$ cat src/rtl/prog_mem_arbiter.sv
// prog_mem_arbiter
//   Shares one read-only program-memory channel among NUM_CONSUMERS fetchers.
//   Round-robin grant, one memory transaction in flight at a time.
//   FSM: IDLE (scan for a request) -> REQ (wait for memory) -> RELEASE (hold
//   response until the owner drops its valid) -> IDLE.
//   All outputs are registered.
//
// Ports
//   clk, reset               clock, synchronous active-high reset
//   consumer_read_valid      per-fetcher request
//   consumer_read_address    flattened addresses, slice i = [i*ADDR_BITS +: ADDR_BITS]
//   consumer_read_ready      per-fetcher response valid (at most one bit high)
//   consumer_read_data       flattened response data, slice i = [i*DATA_BITS +: DATA_BITS]
//   mem_read_valid/address   request to program memory
//   mem_read_ready/data      response from program memory
//   grant_count              per-consumer 16-bit grant counters (PROG_ARB_STATS_EN only)
//
// Build option
//   PROG_ARB_STATS_EN        adds grant_count port and counters
module prog_mem_arbiter #(
  parameter int ADDR_BITS     = 8,
  parameter int DATA_BITS     = 16,
  parameter int NUM_CONSUMERS = 2
) (
  input  logic                               clk,
  input  logic                               reset,
  input  logic [NUM_CONSUMERS-1:0]           consumer_read_valid,
  input  logic [NUM_CONSUMERS*ADDR_BITS-1:0] consumer_read_address,
  output logic [NUM_CONSUMERS-1:0]           consumer_read_ready,
  output logic [NUM_CONSUMERS*DATA_BITS-1:0] consumer_read_data,
  output logic                               mem_read_valid,
  output logic [ADDR_BITS-1:0]               mem_read_address,
  input  logic                               mem_read_ready,
  input  logic [DATA_BITS-1:0]               mem_read_data
`ifdef PROG_ARB_STATS_EN
  ,
  output logic [NUM_CONSUMERS*16-1:0]        grant_count
`endif
);

  localparam int IW = (NUM_CONSUMERS > 1) ? $clog2(NUM_CONSUMERS) : 1;

  typedef enum logic [1:0] {IDLE, REQ, RELEASE} state_t;

  state_t        state;
  logic [IW-1:0] rr_ptr;
  logic [IW-1:0] owner;
  logic [IW-1:0] pick;
  logic          found;

  // (p + k) mod NUM_CONSUMERS without a divider; k < NUM_CONSUMERS and p < NUM_CONSUMERS
  function automatic logic [IW-1:0] wrap_add(input logic [IW-1:0] p, input int k);
    int j;
    j = int'(p) + k;
    if (j >= NUM_CONSUMERS) j = j - NUM_CONSUMERS;
    return IW'(j);
  endfunction

  // First asserted request at or after rr_ptr, wrapping around
  always_comb begin
    found = 1'b0;
    pick  = '0;
    for (int k = 0; k < NUM_CONSUMERS; k++) begin
      if (!found && consumer_read_valid[wrap_add(rr_ptr, k)]) begin
        found = 1'b1;
        pick  = wrap_add(rr_ptr, k);
      end
    end
  end

  always_ff @(posedge clk) begin
    if (reset) begin
      state               <= IDLE;
      rr_ptr              <= '0;
      owner               <= '0;
      mem_read_valid      <= 1'b0;
      mem_read_address    <= '0;
      consumer_read_ready <= '0;
      consumer_read_data  <= '0;
`ifdef PROG_ARB_STATS_EN
      grant_count         <= '0;
`endif
    end else begin
      case (state)
        IDLE: begin
          if (found) begin
            owner            <= pick;
            // address is captured here; later address changes do not matter
            mem_read_address <= consumer_read_address[pick*ADDR_BITS +: ADDR_BITS];
            mem_read_valid   <= 1'b1;
            state            <= REQ;
`ifdef PROG_ARB_STATS_EN
            grant_count[pick*16 +: 16] <= grant_count[pick*16 +: 16] + 16'd1;
`endif
          end
        end
        REQ: begin
          // completes even if the owner has withdrawn its request meanwhile
          if (mem_read_ready) begin
            mem_read_valid                                  <= 1'b0;
            consumer_read_data[owner*DATA_BITS +: DATA_BITS] <= mem_read_data;
            consumer_read_ready[owner]                      <= 1'b1;
            state                                           <= RELEASE;
          end
        end
        RELEASE: begin
          if (!consumer_read_valid[owner]) begin
            consumer_read_ready[owner] <= 1'b0;
            // just-served consumer gets lowest priority in the next scan
            rr_ptr <= (owner == IW'(NUM_CONSUMERS - 1)) ? '0 : owner + 1'b1;
            state  <= IDLE;
          end
        end
        default: state <= IDLE;
      endcase
    end
  end

endmodule

$ cat config.mk
export PLATFORM = sky130hd
export DESIGN_NAME = prog_mem_arbiter
export DESIGN_NICKNAME = d
export VERILOG_FILES = /design/src/rtl/prog_mem_arbiter.sv
export SDC_FILE = /design/constraint.sdc
export NUM_CORES = 1
export LEC_CHECK = 0
export CELL_PAD_IN_SITES_DETAIL_PLACEMENT = 0
export CELL_PAD_IN_SITES_GLOBAL_PLACEMENT = 1
export CORE_MARGIN = 1
export CORE_UTILIZATION = 29
export DETAILED_ROUTE_END_ITERATION = 12
export GPL_ROUTABILITY_DRIVEN = 0
export HOLD_SLACK_MARGIN = 0.1
export PLACE_DENSITY_LB_ADDON = 0.08
export SKIP_LAST_GASP = 1
export SLEW_MARGIN = 0
export SYNTH_ARGS = -nofsm -noshare
export SYNTH_HDL_FRONTEND = slang
export SYNTH_SLANG_ARGS = --single-unit
$ cat constraint.sdc
create_clock -name clk -period 2 [get_ports clk]
set_clock_uncertainty 0.2 [all_clocks]
set_input_delay 0.4 -clock clk [delete_from_list [all_inputs] [get_ports clk]]
set_output_delay 0.4 -clock clk [all_outputs]
set_load 0.02 [all_outputs]
* After elaboration in Yosys (flattened, before gate mapping)
Cells that the tools add are included.
Storage, ports and cells: flip-flop bits (word level) 47, logic and storage cells 68
Cells by class: add/sub/neg operators 5, $lt $le $gt $ge 6, eq/ne operators 5, shift-type cells 3, muxes and demuxes 26, bitwise logic cells 4, reduce and logical (&&, ||, !) cells 12
Operator list (count):
- negator 5 -> 34 bit | 1
- variable shift 16 x 34 -> 32 bit, first input constant | 1
- variable part select 16 x 34 -> 32 bit | 1
- bitwise mux 32 bit | 1
- 2-to-1 mux 1 bit | 16
- variable part select 16 x 5 -> 8 bit | 1
- 2-to-1 mux 2 bit | 5
- AND reduction 3 bit | 3
- less-than comparator 1 x 2 -> 1 bit, second input constant | 3
- != test 2 bit, second input constant | 3
- case mux 2 bit (3 select lines) | 1
- AND reduction 2 bit | 3
- case mux 2 bit (2 select lines) | 1
- nonzero test 2 bit | 2
- adder 1 x 1 -> 2 bit, second input constant | 1
- AND 2 bit | 1
- equality test 2 x 1 -> 1 bit, second input constant | 1
- equality test 2 bit, second input constant | 1
- greater-or-equal comparator 1 x 2 -> 1 bit, second input constant | 1
- greater-or-equal comparator 2 bit, second input constant | 1
- logical AND 1 bit | 2
- zero test 2 bit | 1
- NOT 2 bit | 1
- OR 2 bit | 1
- 7 further kinds | 8

* Depth between registers and ports, before layout
depth in word-level cells 10, mapped depth 6, gate-level depth less buffers 3

* Worst setup path before layout
No wires, ideal clock.
path type reg2reg, start register state[0], end register (tool-made name), library setup time 128 ps, arrival 1136 ps, data required time 1672 ps, path slack 536 ps, cell stages (with the launch flop) 5, path buffers 1, cells stage by stage dfxtp_1 -> buf_6 -> or4b_4 -> a21oi_2 -> nor2_1
RTL lines:
- start: declaration | RTL line 45 | state_t state;
- start signal: assignment | RTL line 73 | state <= IDLE;
- start signal: assignment | RTL line 91 | state <= REQ;
- start signal: assignment | RTL line 103 | state <= RELEASE;

* Worst setup path after layout
start register mem_read_address[7], end output mem_read_address[7]
RTL lines:
- start: declaration | RTL line 32 | output logic [ADDR_BITS-1:0] mem_read_address,
- start signal: assignment | RTL line 89 | mem_read_address <= consumer_read_address[pick*ADDR_BITS +: ADDR_BITS];
No word-level cell between the ends.

==> results <==
==> cell type report <==
cell class	count	share of cell area, %
timing repair buffer	95	32.4
inverter	3	0.390
tap	75	3.25
multi-input combinational	156	27.4
clock buffer	5	2.38
clock inverter	3	1.52
sequential	47	32.6
==> per-stage QoR <==
step | total power (uW) | hold WS, ns
6_report | 2100 | 0.257
5_1_grt | 2200 | 0.281
4_1_cts | 2130 | 0.261
3_5_place_dp | 1430 | 0.248
3_3_place_gp | 1430 | 0.242
2_1_floorplan | 1220 | 0.251
==> routing by layer <==
metal | wire, um | GRT usage, % | vias up
met4 | 54 | 4.74 | 0
met5 | 0 | 0 | -
met1 | 2460 | 20.7 | 817
met3 | 364 | 5.22 | 5
li1 | - | - | 937
met2 | 2200 | 24.5 | 69
==> synthesized netlist by cell type, types with 3 or more instances <==
cell       n  share of area [%]
a21oi_1   44                 12
a311oi_1   8                3.8
buf_2      5                1.3
buf_4      3                1.2
buf_6      3                1.8
clkbuf_1   7                1.4
dfxtp_1   47                 51
inv_1      3               0.61
nand2_1   64                 13
nand3_1    9                2.4
nor2_1     5                1.0
o21ai_0    8                2.2
==> registers in the layout, summed over array words and instances, names as in the netlist, named ones only <==
| name | flops |
|---|---|
| mem_read_address | 8 |
| state | 2 |
| consumer_read_data | 32 |
| rr_ptr | 1 |
| mem_read_valid | 1 |
| owner | 1 |
==> power by group <==
group / switching [uW] / leakage (uW) / internal (uW)
Clock: 326 / 0.0000581 / 372
Combinational: 185 / 0.000551 / 203
Sequential: 34.7 / 0.000383 / 982
==> cells by family (layout without fill, tap and decap cells) <==
family	Yosys count	in the layout	synth area share [%]
flip-flops	47	47	50.7
multiplexers	1	1	0.539
buffers and inverters	22	106	6.67
AO/OA/AOI/OAI	65	65	20.0
AND/OR/NAND/NOR	90	90	22.1
==> cells in the final DEF, fill, tap and decap left out <==
cell             instances
nor2_1                   5
nand4bb_1                1
clkbuf_8                 5
or3_1                    1
a2111oi_0                1
a21oi_1                 44
and2_1                   1
nand2_1                 64
inv_1                    3
and4bb_2                 1
nand3b_1                 1
o21ai_0                  8
nand3_1                  9
a311oi_1                 8
nand2b_1                 1
bufinv_16                1
clkdlybuf4s50_1         79
or4b_4                   1
dfxtp_1                 47
buf_12                   2
or4bb_1                  1
mux2i_1                  1
nor2b_1                  1
a22oi_1                  1
or2_1                    1
clkinv_4                 1
buf_4                   14
nand4b_1                 1
o41ai_1                  1
a21o_1                   1
and4b_1                  1
a21oi_2                  1
clkinv_2                 1
==> worst paths after layout <==
check / startpoint / endpoint / cells past startpoint
setup / recovery: mem_read_address[7]$_SDFFE_PP0P_ / mem_read_address[7] / 1
hold / removal: consumer_read_data[21]$_SDFFE_PP0P_ / consumer_read_data[21]$_SDFFE_PP0P_ / 2
setup reg to reg: state[1]$_SDFFE_PP0P_ / flop / 3
hold reg to reg: consumer_read_data[21]$_SDFFE_PP0P_ / consumer_read_data[21]$_SDFFE_PP0P_ / 2
==> impl_metrics.yaml <==
global_routing:
  grt-ovfl-total: 0
  grt_usage_pct: 15.8
  antenna_found_initial: 0
  grt_pass1_vias: 1718
  grt_max_degree: 25
  grt_pass1_wl_um: 8090
setup_path:
  crit_path_max_fanout: 2
  path_buf_inv: 1
  crit_arrival_ns: 1.28
  worstSetupPathType: "flop to primary output"
  worst_path_max_delay_cell: "clkdlybuf4s50_1"
  path_cells: "clkdlybuf4s50_1"
  critPathLaunchType: "flop"
  reg2reg_setup_slack_ns: 0.49
  cp.required_ns: 1.40
  crit_path_end_kind: "primary output"
  critPathMaxStageDelay_ns: 0.62
  cpLargestDelayFamily: "buffers and inverters"
clock_network:
  cts_made_buffers: 5
  post_cts_buffers: 0
  cts_resized: 0
  cts.path.max_buffers: 2
  path_clk_slew_ns: 0.09
  cts.sinks: 47
  cts_root_buf: "clkbuf_8"
  cts_hold_buf: 0
  clk_latency_ns: 0.30
  cts_tree: "built"
  h-tree-depth: 2
placement:
  port_buffers: 79
  hpwl_um: 3690
  post-place-ws_ns: 0.0339
  place_area_mm2: 0.00277
  dpl.cell_count: 376
final_layout:
  regArea_um2: 941
  final_nets: 345
  design_area_mm2: 0.00289
  area_delta_synth_final_pct: 55.5
  drive_gt1_share_pct: 8.74
  fillers: 635
  diodes: 0
  multi_input_comb_area_um2: 792
  final_core_util_pct: 47.6
  fin_cells: 384
timing:
  finalSetupViolCount: 0
  maxSlewViolCount: 0
  setup_ws_ns: 0.121
  setup_tns_ns: 0
  relSlewSlack_pct: 75.4
  period_needed_ns: 1.88
  rsz0062_at_grt: "no"
  hold_viol_final: 0
  tightest_slew_ns: 0.369
  fmax_mhz: 532
  fin_crit_sh_pct: 93.9
route:
  first_iter_violations: 84
  dr.pass1.iters: 4
  wirelength_um: 5080
  wl_per_cell_um: 13.2
  vias_per_cell: 4.76
  drtAntennaViolNets: 0
  num_vias: 1828
  drc_errors: 0
die:
  floorplan.die_area_mm2: 0.00673
  die_x_um: 82.0
  start_util_pct: 30.6
  rows: 28
  io_pins: 80
  core_mm2: 0.00606
  fp.dieH_um: 82.0
yosys:
  synth.ff_latch_count: 47
  yosysUniqueCellTypes: 31
  avgSynthCellArea_um2: 8.25
  seq_area_frac_synth_pct: 50.7
  async_reset_ff_share_pct: 0
  ys.flop_type: "dfxtp_1"
  netlist_instances: 225
  syn-cell-area_mm2: 0.00186
  ys_warn_count: 0
  syn_nets: 262
  synth_edf_count: 0
power:
  vdd_drop_max_mv: 0.295
  p_leak_uw: 0.000993
  p_per_area_mw_per_mm2: 729
job:
  maxCapViolCount: 0
status:
  status: "finished, final reports clean"
min_path:
  hp-class: "flop to flop"
No activity file was read; power rests on OpenSTA's default activity.
